==> src/rtl/cs_override_pipe_pkg.sv <==
// Shared constants and types for the control-store override pipeline.
package cs_override_pipe_pkg;

    localparam int unsigned MODRM_MOD_LSB = 6;
    localparam int unsigned MODRM_REG_LSB = 3;
    localparam int unsigned MODRM_RM_LSB  = 0;
    localparam int unsigned MODRM_FLD_W   = 3;

    localparam logic [1:0] MOD_REG  = 2'b11;
    localparam logic [1:0] SIZE_32  = 2'b10;
    localparam logic [1:0] SIZE_16  = 2'b01;
    localparam logic [1:0] MRW_NONE = 2'b00;

    typedef struct packed {
        logic r1;
        logic r2;
        logic s1;
        logic s3;
        logic size;
    } ovr_hit_t;

    // size, imm_size, m1_rw (2 bits each), four specifiers, is_mem
    function automatic int unsigned bundle_w(int unsigned reg_w);
        return 3 * 2 + 4 * reg_w + 1;
    endfunction

endpackage

==> src/rtl/cs_ovr_fifo.sv <==
// DEPTH x WIDTH synchronous FIFO with flush; head data is presented from storage.
module cs_ovr_fifo #(
    parameter int unsigned DEPTH = 2,
    parameter int unsigned WIDTH = 8
) (
    input  logic             clk,
    input  logic             rst,
    input  logic             flush_i,
    input  logic             push_i,
    input  logic [WIDTH-1:0] wdata_i,
    input  logic             ready_i,
    output logic             valid_o,
    output logic             full_o,
    output logic [WIDTH-1:0] rdata_o
);

    localparam int unsigned PtrW = $clog2(DEPTH);
    localparam int unsigned CntW = PtrW + 1;

    logic [WIDTH-1:0] mem_q [DEPTH];
    logic [WIDTH-1:0] mem_d [DEPTH];
    logic [PtrW-1:0]  wr_ptr_q, wr_ptr_d;
    logic [PtrW-1:0]  rd_ptr_q, rd_ptr_d;
    logic [CntW-1:0]  cnt_q, cnt_d;
    logic             pop;

    assign valid_o = (cnt_q != '0);
    assign full_o  = (cnt_q == CntW'(DEPTH));
    assign rdata_o = mem_q[rd_ptr_q];
    assign pop     = ready_i && valid_o;

    always_comb begin
        mem_d    = mem_q;
        wr_ptr_d = wr_ptr_q;
        rd_ptr_d = rd_ptr_q;
        cnt_d    = cnt_q;
        if (flush_i) begin
            wr_ptr_d = '0;
            rd_ptr_d = '0;
            cnt_d    = '0;
        end else begin
            if (push_i) begin
                mem_d[wr_ptr_q] = wdata_i;
                wr_ptr_d        = wr_ptr_q + PtrW'(1);
            end
            if (pop) begin
                rd_ptr_d = rd_ptr_q + PtrW'(1);
            end
            cnt_d = cnt_q + CntW'(push_i) - CntW'(pop);
        end
    end

    always_ff @(posedge clk) begin
        if (rst) begin
            mem_q    <= '{default: '0};
            wr_ptr_q <= '0;
            rd_ptr_q <= '0;
            cnt_q    <= '0;
        end else begin
            mem_q    <= mem_d;
            wr_ptr_q <= wr_ptr_d;
            rd_ptr_q <= rd_ptr_d;
            cnt_q    <= cnt_d;
        end
    end

endmodule

==> src/rtl/cs_override_pipe.sv <==
// Applies ModRM / operand-size / segment-prefix overrides and queues the bundle.
// Optional override statistics counter enabled by defining CS_OVR_STATS_EN.
module cs_override_pipe
    import cs_override_pipe_pkg::*;
#(
    parameter int unsigned DEPTH = 2,
    parameter int unsigned REG_W = 3,
    parameter int unsigned SEG_N = 6,
    parameter int unsigned CNT_W = 16
) (
    input  logic             clk,
    input  logic             rst,
    input  logic             flush,
    input  logic             in_valid,
    output logic             in_ready,
    input  logic             is_mod,
    input  logic             is_double,
    input  logic             r1_mod_ovr,
    input  logic             s3_mod_ovr,
    input  logic [1:0]       op_mod_ovr,
    input  logic [1:0]       size_in,
    input  logic [1:0]       imm_size_in,
    input  logic [1:0]       m1_rw_in,
    input  logic [REG_W-1:0] r1_in,
    input  logic [REG_W-1:0] r2_in,
    input  logic [REG_W-1:0] s1_in,
    input  logic [REG_W-1:0] s3_in,
    input  logic [7:0]       b2,
    input  logic [7:0]       b3,
    input  logic             is_size,
    input  logic             is_seg,
    input  logic [SEG_N-1:0] seg_sel,
    output logic             out_valid,
    input  logic             out_ready,
    output logic [1:0]       size_o,
    output logic [1:0]       imm_size_o,
    output logic [1:0]       m1_rw_o,
    output logic [REG_W-1:0] r1_o,
    output logic [REG_W-1:0] r2_o,
    output logic [REG_W-1:0] s1_o,
    output logic [REG_W-1:0] s3_o,
    output logic             is_mem_o,
    output logic [CNT_W-1:0] ovr_cnt
);

    localparam int unsigned BW = bundle_w(REG_W);

    logic [7:0]       modrm;
    logic             reg_form;
    ovr_hit_t         hit;
    logic [REG_W-1:0] modrm_reg, modrm_rm, seg_idx;
    logic [1:0]       size_c, imm_size_c, m1_rw_c;
    logic [REG_W-1:0] r1_c, r2_c, s1_c, s3_c;
    logic [BW-1:0]    wdata, rdata;
    logic             full, push;

    always_comb begin
        modrm     = is_double ? b3 : b2;
        reg_form  = (modrm[MODRM_MOD_LSB +: 2] == MOD_REG);
        modrm_reg = REG_W'(modrm[MODRM_REG_LSB +: MODRM_FLD_W]);
        modrm_rm  = REG_W'(modrm[MODRM_RM_LSB +: MODRM_FLD_W]);

        // Descending scan so the lowest set bit wins.
        seg_idx = s1_in;
        for (int i = int'(SEG_N) - 1; i >= 0; i--) begin
            if (seg_sel[i]) seg_idx = REG_W'(i);
        end

        hit.size = is_size && (size_in == SIZE_32);
        hit.r1   = is_mod && reg_form && r1_mod_ovr;
        hit.s3   = is_mod && reg_form && s3_mod_ovr;
        hit.r2   = is_mod && reg_form && (|op_mod_ovr);
        hit.s1   = is_mod && is_seg && (|seg_sel);

        size_c     = hit.size ? SIZE_16 : size_in;
        imm_size_c = hit.size ? SIZE_16 : imm_size_in;
        r1_c       = hit.r1 ? modrm_reg : r1_in;
        s3_c       = hit.s3 ? modrm_reg : s3_in;
        r2_c       = hit.r2 ? modrm_rm : r2_in;
        m1_rw_c    = hit.r2 ? MRW_NONE : m1_rw_in;
        s1_c       = hit.s1 ? seg_idx : s1_in;
    end

    assign wdata    = {size_c, imm_size_c, m1_rw_c, r1_c, r2_c, s1_c, s3_c, !reg_form};
    assign in_ready = !full || out_ready;
    assign push     = in_valid && in_ready;

    cs_ovr_fifo #(
        .DEPTH (DEPTH),
        .WIDTH (BW)
    ) u_fifo (
        .clk     (clk),
        .rst     (rst),
        .flush_i (flush),
        .push_i  (push),
        .wdata_i (wdata),
        .ready_i (out_ready),
        .valid_o (out_valid),
        .full_o  (full),
        .rdata_o (rdata)
    );

    assign {size_o, imm_size_o, m1_rw_o, r1_o, r2_o, s1_o, s3_o, is_mem_o} = rdata;

`ifdef CS_OVR_STATS_EN
    logic [CNT_W-1:0] ovr_cnt_q, ovr_cnt_d;

    // Flushed pushes never land in the queue, so they are not counted.
    always_comb begin
        ovr_cnt_d = ovr_cnt_q;
        if (push && !flush && (|hit) && !(&ovr_cnt_q)) begin
            ovr_cnt_d = ovr_cnt_q + CNT_W'(1);
        end
    end

    always_ff @(posedge clk) begin
        if (rst) begin
            ovr_cnt_q <= '0;
        end else begin
            ovr_cnt_q <= ovr_cnt_d;
        end
    end

    assign ovr_cnt = ovr_cnt_q;
`else
    assign ovr_cnt = '0;
`endif

endmodule

==> config.mk <==
export PLATFORM = sky130hd
export DESIGN_NAME = cs_override_pipe
export DESIGN_NICKNAME = d
export VERILOG_FILES = /design/src/rtl/cs_override_pipe_pkg.sv /design/src/rtl/cs_ovr_fifo.sv /design/src/rtl/cs_override_pipe.sv
export SDC_FILE = /design/constraint.sdc
export NUM_CORES = 1
export LEC_CHECK = 0
export ABC_AREA = 1
export BUFFER_PORTS_ARGS = -buffer_cell sky130_fd_sc_hd__buf_2
export CORE_UTILIZATION = 53
export DETAILED_ROUTE_END_ITERATION = 6
export MAX_ROUTING_LAYER = met4
export PLACE_DENSITY = 0.85
export SLEW_MARGIN = 40
export SYNTH_ARGS = -nofsm -noshare
export SYNTH_HDL_FRONTEND = slang
export SYNTH_HIERARCHICAL = 1
export SYNTH_SLANG_ARGS = --single-unit
export TNS_END_PERCENT = 50
==> constraint.sdc <==
create_clock -name clk -period 3.56 [get_ports clk]
set_clock_uncertainty 0.05 [all_clocks]
set_input_delay 0.356 -clock clk [delete_from_list [all_inputs] [get_ports clk]]
set_output_delay 0.356 -clock clk [all_outputs]
set_load 0.05 [all_outputs]
-- After elaboration in Yosys (flattened, before gate mapping)
Cells that the tools add are included.
- add/subtract/negate cells: 4
- $lt $le $gt $ge: 3
- eq/ne operators: 3
- muxes and demuxes: 20
- bitwise operators: 3
- reduce and logical (&&, ||, !) cells: 18
- operators with widths (operator ; number):
    $mux 19 ; 4
    $bwmux 38 ; 1
    $mux 3 ; 10
    $demux 19 s1 ; 1
    $logic_and 1x1->1 ; 10
    $mux 8 ; 1
    $eq 2x2->1 const B ; 3
    $mux 2 ; 3
    $reduce_or 6->1 ; 1
    $ge 2x2->1 const B ; 2
    $not 1->2 ; 2
    $reduce_or 2->1 ; 2
    $add 1x1->1 const B ; 2
    $add 2x1->2 ; 1
    $logic_not 1->1 ; 2
    $lt 2x1->1 const B ; 1
    $reduce_and 2->1 ; 1
    $reduce_bool 2->1 ; 1
    $sub 2x1->2 ; 1
    $logic_or 1x1->1 ; 1
    $not 1->1 ; 1
- flip-flop bits (word level): 42
- output and inout bits: 37
- logic and storage cells: 56

-- Logic depth before layout (Yosys ltp)
- depth after elaboration: 8
- depth in mapped cells: 9

-- By module
The synthesis kept the hierarchy.
- by module, submodules not included (module ; instances ; cells each ; area an instance (µm²)):
    cs_ovr_fifo ; 1 ; 278 ; 1835.5
    cs_override_pipe ; 1 ; 111 ; 611.8

-- Worst setup path after synthesis
No wires, ideal clock.
- path type: register to output
- from: register u_fifo.rd_ptr_q
- to: output port m1_rw_o[0]
- arrival time: 1.590 ns
- required time: 3.154 ns
- slack: 1.564 ns
- cell stages (with the launch flop): 3
- cell sequence: dfxtp_1 > clkbuf_1 > o21ai_0
- longest elaborated chain between the ends: 4
- ends and longest elaborated chain (element ; RTL line ; source):
    start: declaration ; cs_ovr_fifo.sv:23 ; logic [PtrW-1:0] rd_ptr_q, rd_ptr_d;
    start signal: assignment ; cs_ovr_fifo.sv:62 ; rd_ptr_q <= rd_ptr_d;
    $not 1->2 (not written as such) ; cs_ovr_fifo.sv:29 ; assign rdata_o = mem_q[rd_ptr_q];
    $mux 19 (not written as such) (3 in series) ; cs_ovr_fifo.sv:29 ;
    end: declaration ; cs_override_pipe.sv:37 ; output logic [1:0] m1_rw_o,
Every way passes these cells. The select of a mux whose other input is x is not followed.

-- Worst setup path after layout
- from: register u_fifo.rd_ptr_q
- to: output port r2_o[1]
- longest elaborated chain between the ends: 4
- ends and longest elaborated chain (element ; RTL line ; source):
    $not 1->2 (not written as such) ; cs_ovr_fifo.sv:29 ;
    $mux 19 (not written as such) (3 in series) ; cs_ovr_fifo.sv:29 ;
    end: declaration ; cs_override_pipe.sv:39 ; output logic [REG_W-1:0] r2_o,
Every way passes these cells. The select of a mux whose other input is x is not followed.

==> metrics.cfg <==
[status]
outcome = finished clean

[worst_setup_path]
required_ps = 3150
path_max_fanout = 40
startpoint_type = flip-flop
critical_path_arrival_ps = 1570
criticalPathCategory = reg -> out
worstSetupEndpointType = output port

[layout]
syn_to_final_growth_pct = 14.5
drive_gt1_share_pct = 20.3
final_area_mm2 = 0.00280
final_common_cell = nand2_1
fill_cells = 422
finalCoreUtilization_pct = 63.9
nets = 508
final_cell_mix = nand2_1, nor2_1, buf_2
diodes = 0

[sta]
slew-limit-headroom_pct = 58.4
fin_setup_tns_ps = 0
setup_violations = 0
fin_crit_ps = 1980
hold_violations = 0
worst_pin_slew_ps = 624
fmax_ghz = 0.506
period_share_pct = 55.5
timing.hold.ws_ps = 286
rsz0062_at_grt = false
slew_violations = 0

[route]
wire_per_inst_um = 9.59
drt_iter0_markers = 145
vias_per_cell = 4.69
dr_total_vias = 2368
antenna_left = 0
drc = 0
dr.pass1.iters = 4
routed_wirelength_mm = 4.84

[power]
clkPwrFrac_pct = 25.9
ir_drop_v = 0.000157
p_seq_share_pct = 47.1
combPwrFrac_pct = 27.0
switchingPower_mw = 0.362
p_per_area_mw_per_mm2 = 383
power.total_mw = 1.07
swShare_pct = 33.8
p_leak_nw = 1.48
intPower_mw = 0.709

[synth]
synth_cell_types = 28
synth.area.top_cells = dfxtp_1, nand2_1, nor2_1
syn_area_mm2 = 0.00245
netlist_instances = 389
async_flop_share_pct = 0
ys_seq_elements = 42
synth-edff-count = 0
ys_seq_area_share_pct = 34.4
yosysWarnings = 6
syn_avg_cell_area_um2 = 6.29
synth_top_cell_by_area = dfxtp_1
ys.flop_type = dfxtp_1
synthDominantCellAreaShare_pct = 34.4

[floorplan]
io_pins = 90
floorplan.initialDensity_pct = 55.8
die_w_um = 70.0
rows = 24
core_mm2 = 0.00438
die_y_um = 70.0
dieArea_mm2 = 0.00489

[clock_tree]
post-cts-setup-buffers = 0
cts.sinks = 42
clkTransAtPathRegs_ps = 70
ctsResizeCount = 0
numCtsBuffers = 5
worstSkewPairLatency_ps = 280
cts_tree = built
htreeDepth = 2
postCtsHoldBufs = 0
ctsRootBufferMaster = clkbuf_8
clockBufferDepth = 2

[place]
placed_cell_area_mm2 = 0.00273
hpwl_mm = 3.48
io_buffers = 73
place.gp.congestion = 0.739

[hold_path]
hp-class = in -> reg

[global_route]
grt_antenna_before_repair = 0
grt_usage_pct = 20.8
grt_pass1_wl_mm = 8.00
grt_pass1_vias = 1952
grt_overflow = 0
grt_max_degree = 41

[job]
cap_violations = 0

## cells in the mapped netlist, types with 5 or more instances
cell / n
buf_2: 6
dfxtp_1: 42
inv_1: 41
nand2_1: 106
o21ai_1: 12
o21ai_0: 30
nand4_1: 6
clkbuf_1: 5
nand3_1: 6
buf_4: 19
nor2_1: 88
## sequential cells by signal, indices dropped and copies added (netlist names)
name             count
u_fifo/cnt_q         2
u_fifo/mem_q        38
u_fifo/rd_ptr_q      1
u_fifo/wr_ptr_q      1
## power groups by stage
stage                     Combinational [mW]  Clock, mW  Sequential, mW
final                                  0.290      0.277           0.505
after global routing                   0.321      0.309           0.507
after CTS                              0.291      0.288           0.505
after detailed placement               0.290          0           0.516
after global placement                 0.285          0           0.515
after floorplan                        0.244          0           0.511
## stage by stage
| stage | setup slack (ps) | instances |
|---|---|---|
| final | 1580 | 505 |
| after global routing | 1360 | 505 |
| after CTS | 1580 | 505 |
| after detailed placement | 1610 | 498 |
| after global placement | 1540 | 498 |
| after floorplan | 1560 | 404 |
## final timing paths
path                            to             from  cells after the start  slack, ps
setup reg to reg  u_fifo/mem_q[15]  u_fifo/cnt_q[1]                      8       1630
hold / removal     u_fifo/rd_ptr_q            flush                      4        290
setup / recovery           r2_o[1]  u_fifo/rd_ptr_q                      3       1580
hold reg to reg    u_fifo/mem_q[9]  u_fifo/mem_q[9]                      2        440
## kinds of logic after synthesis
logic type               after synthesis  synth area share [%]
flip-flops                            42                  34.4
XOR/XNOR                               1                 0.358
AND/OR/NAND/NOR                      218                  37.5
buffers and inverters                 76                  16.1
other                                  1                 0.153
adder cells (fa/ha/maj)                2                  1.02
AO/OA/AOI/OAI                         49                  10.5
## worst max-delay path, stage by stage (launching register included)
cell	delay, ps
dfxtp_2	730
nand2_1	90
o21ai_0	140
buf_2	320
## per-layer routing
layer	vias to the layer above	routed length (µm)	global-route usage, %
met2	73	2390	35.8
met1	1009	2130	23.9
li1	1284	-	-
met3	2	308	5.48
met4	0	21	5.56
met5	-	0	-
## layout make-up
| type | count | area (µm²) | share of cell area, % |
|---|---|---|---|
| Multi-Input combinational cell | 286 | 1270 | 45.3 |
| Timing Repair Buffer | 75 | 380 | 13.6 |
| Tap cell | 52 | 65.1 | 2.32 |
| Clock buffer | 7 | 76.3 | 2.72 |
| Sequential cell | 42 | 842 | 30.1 |
| Inverter | 43 | 169 | 6.03 |
No activity file was read; power rests on OpenSTA's default activity.
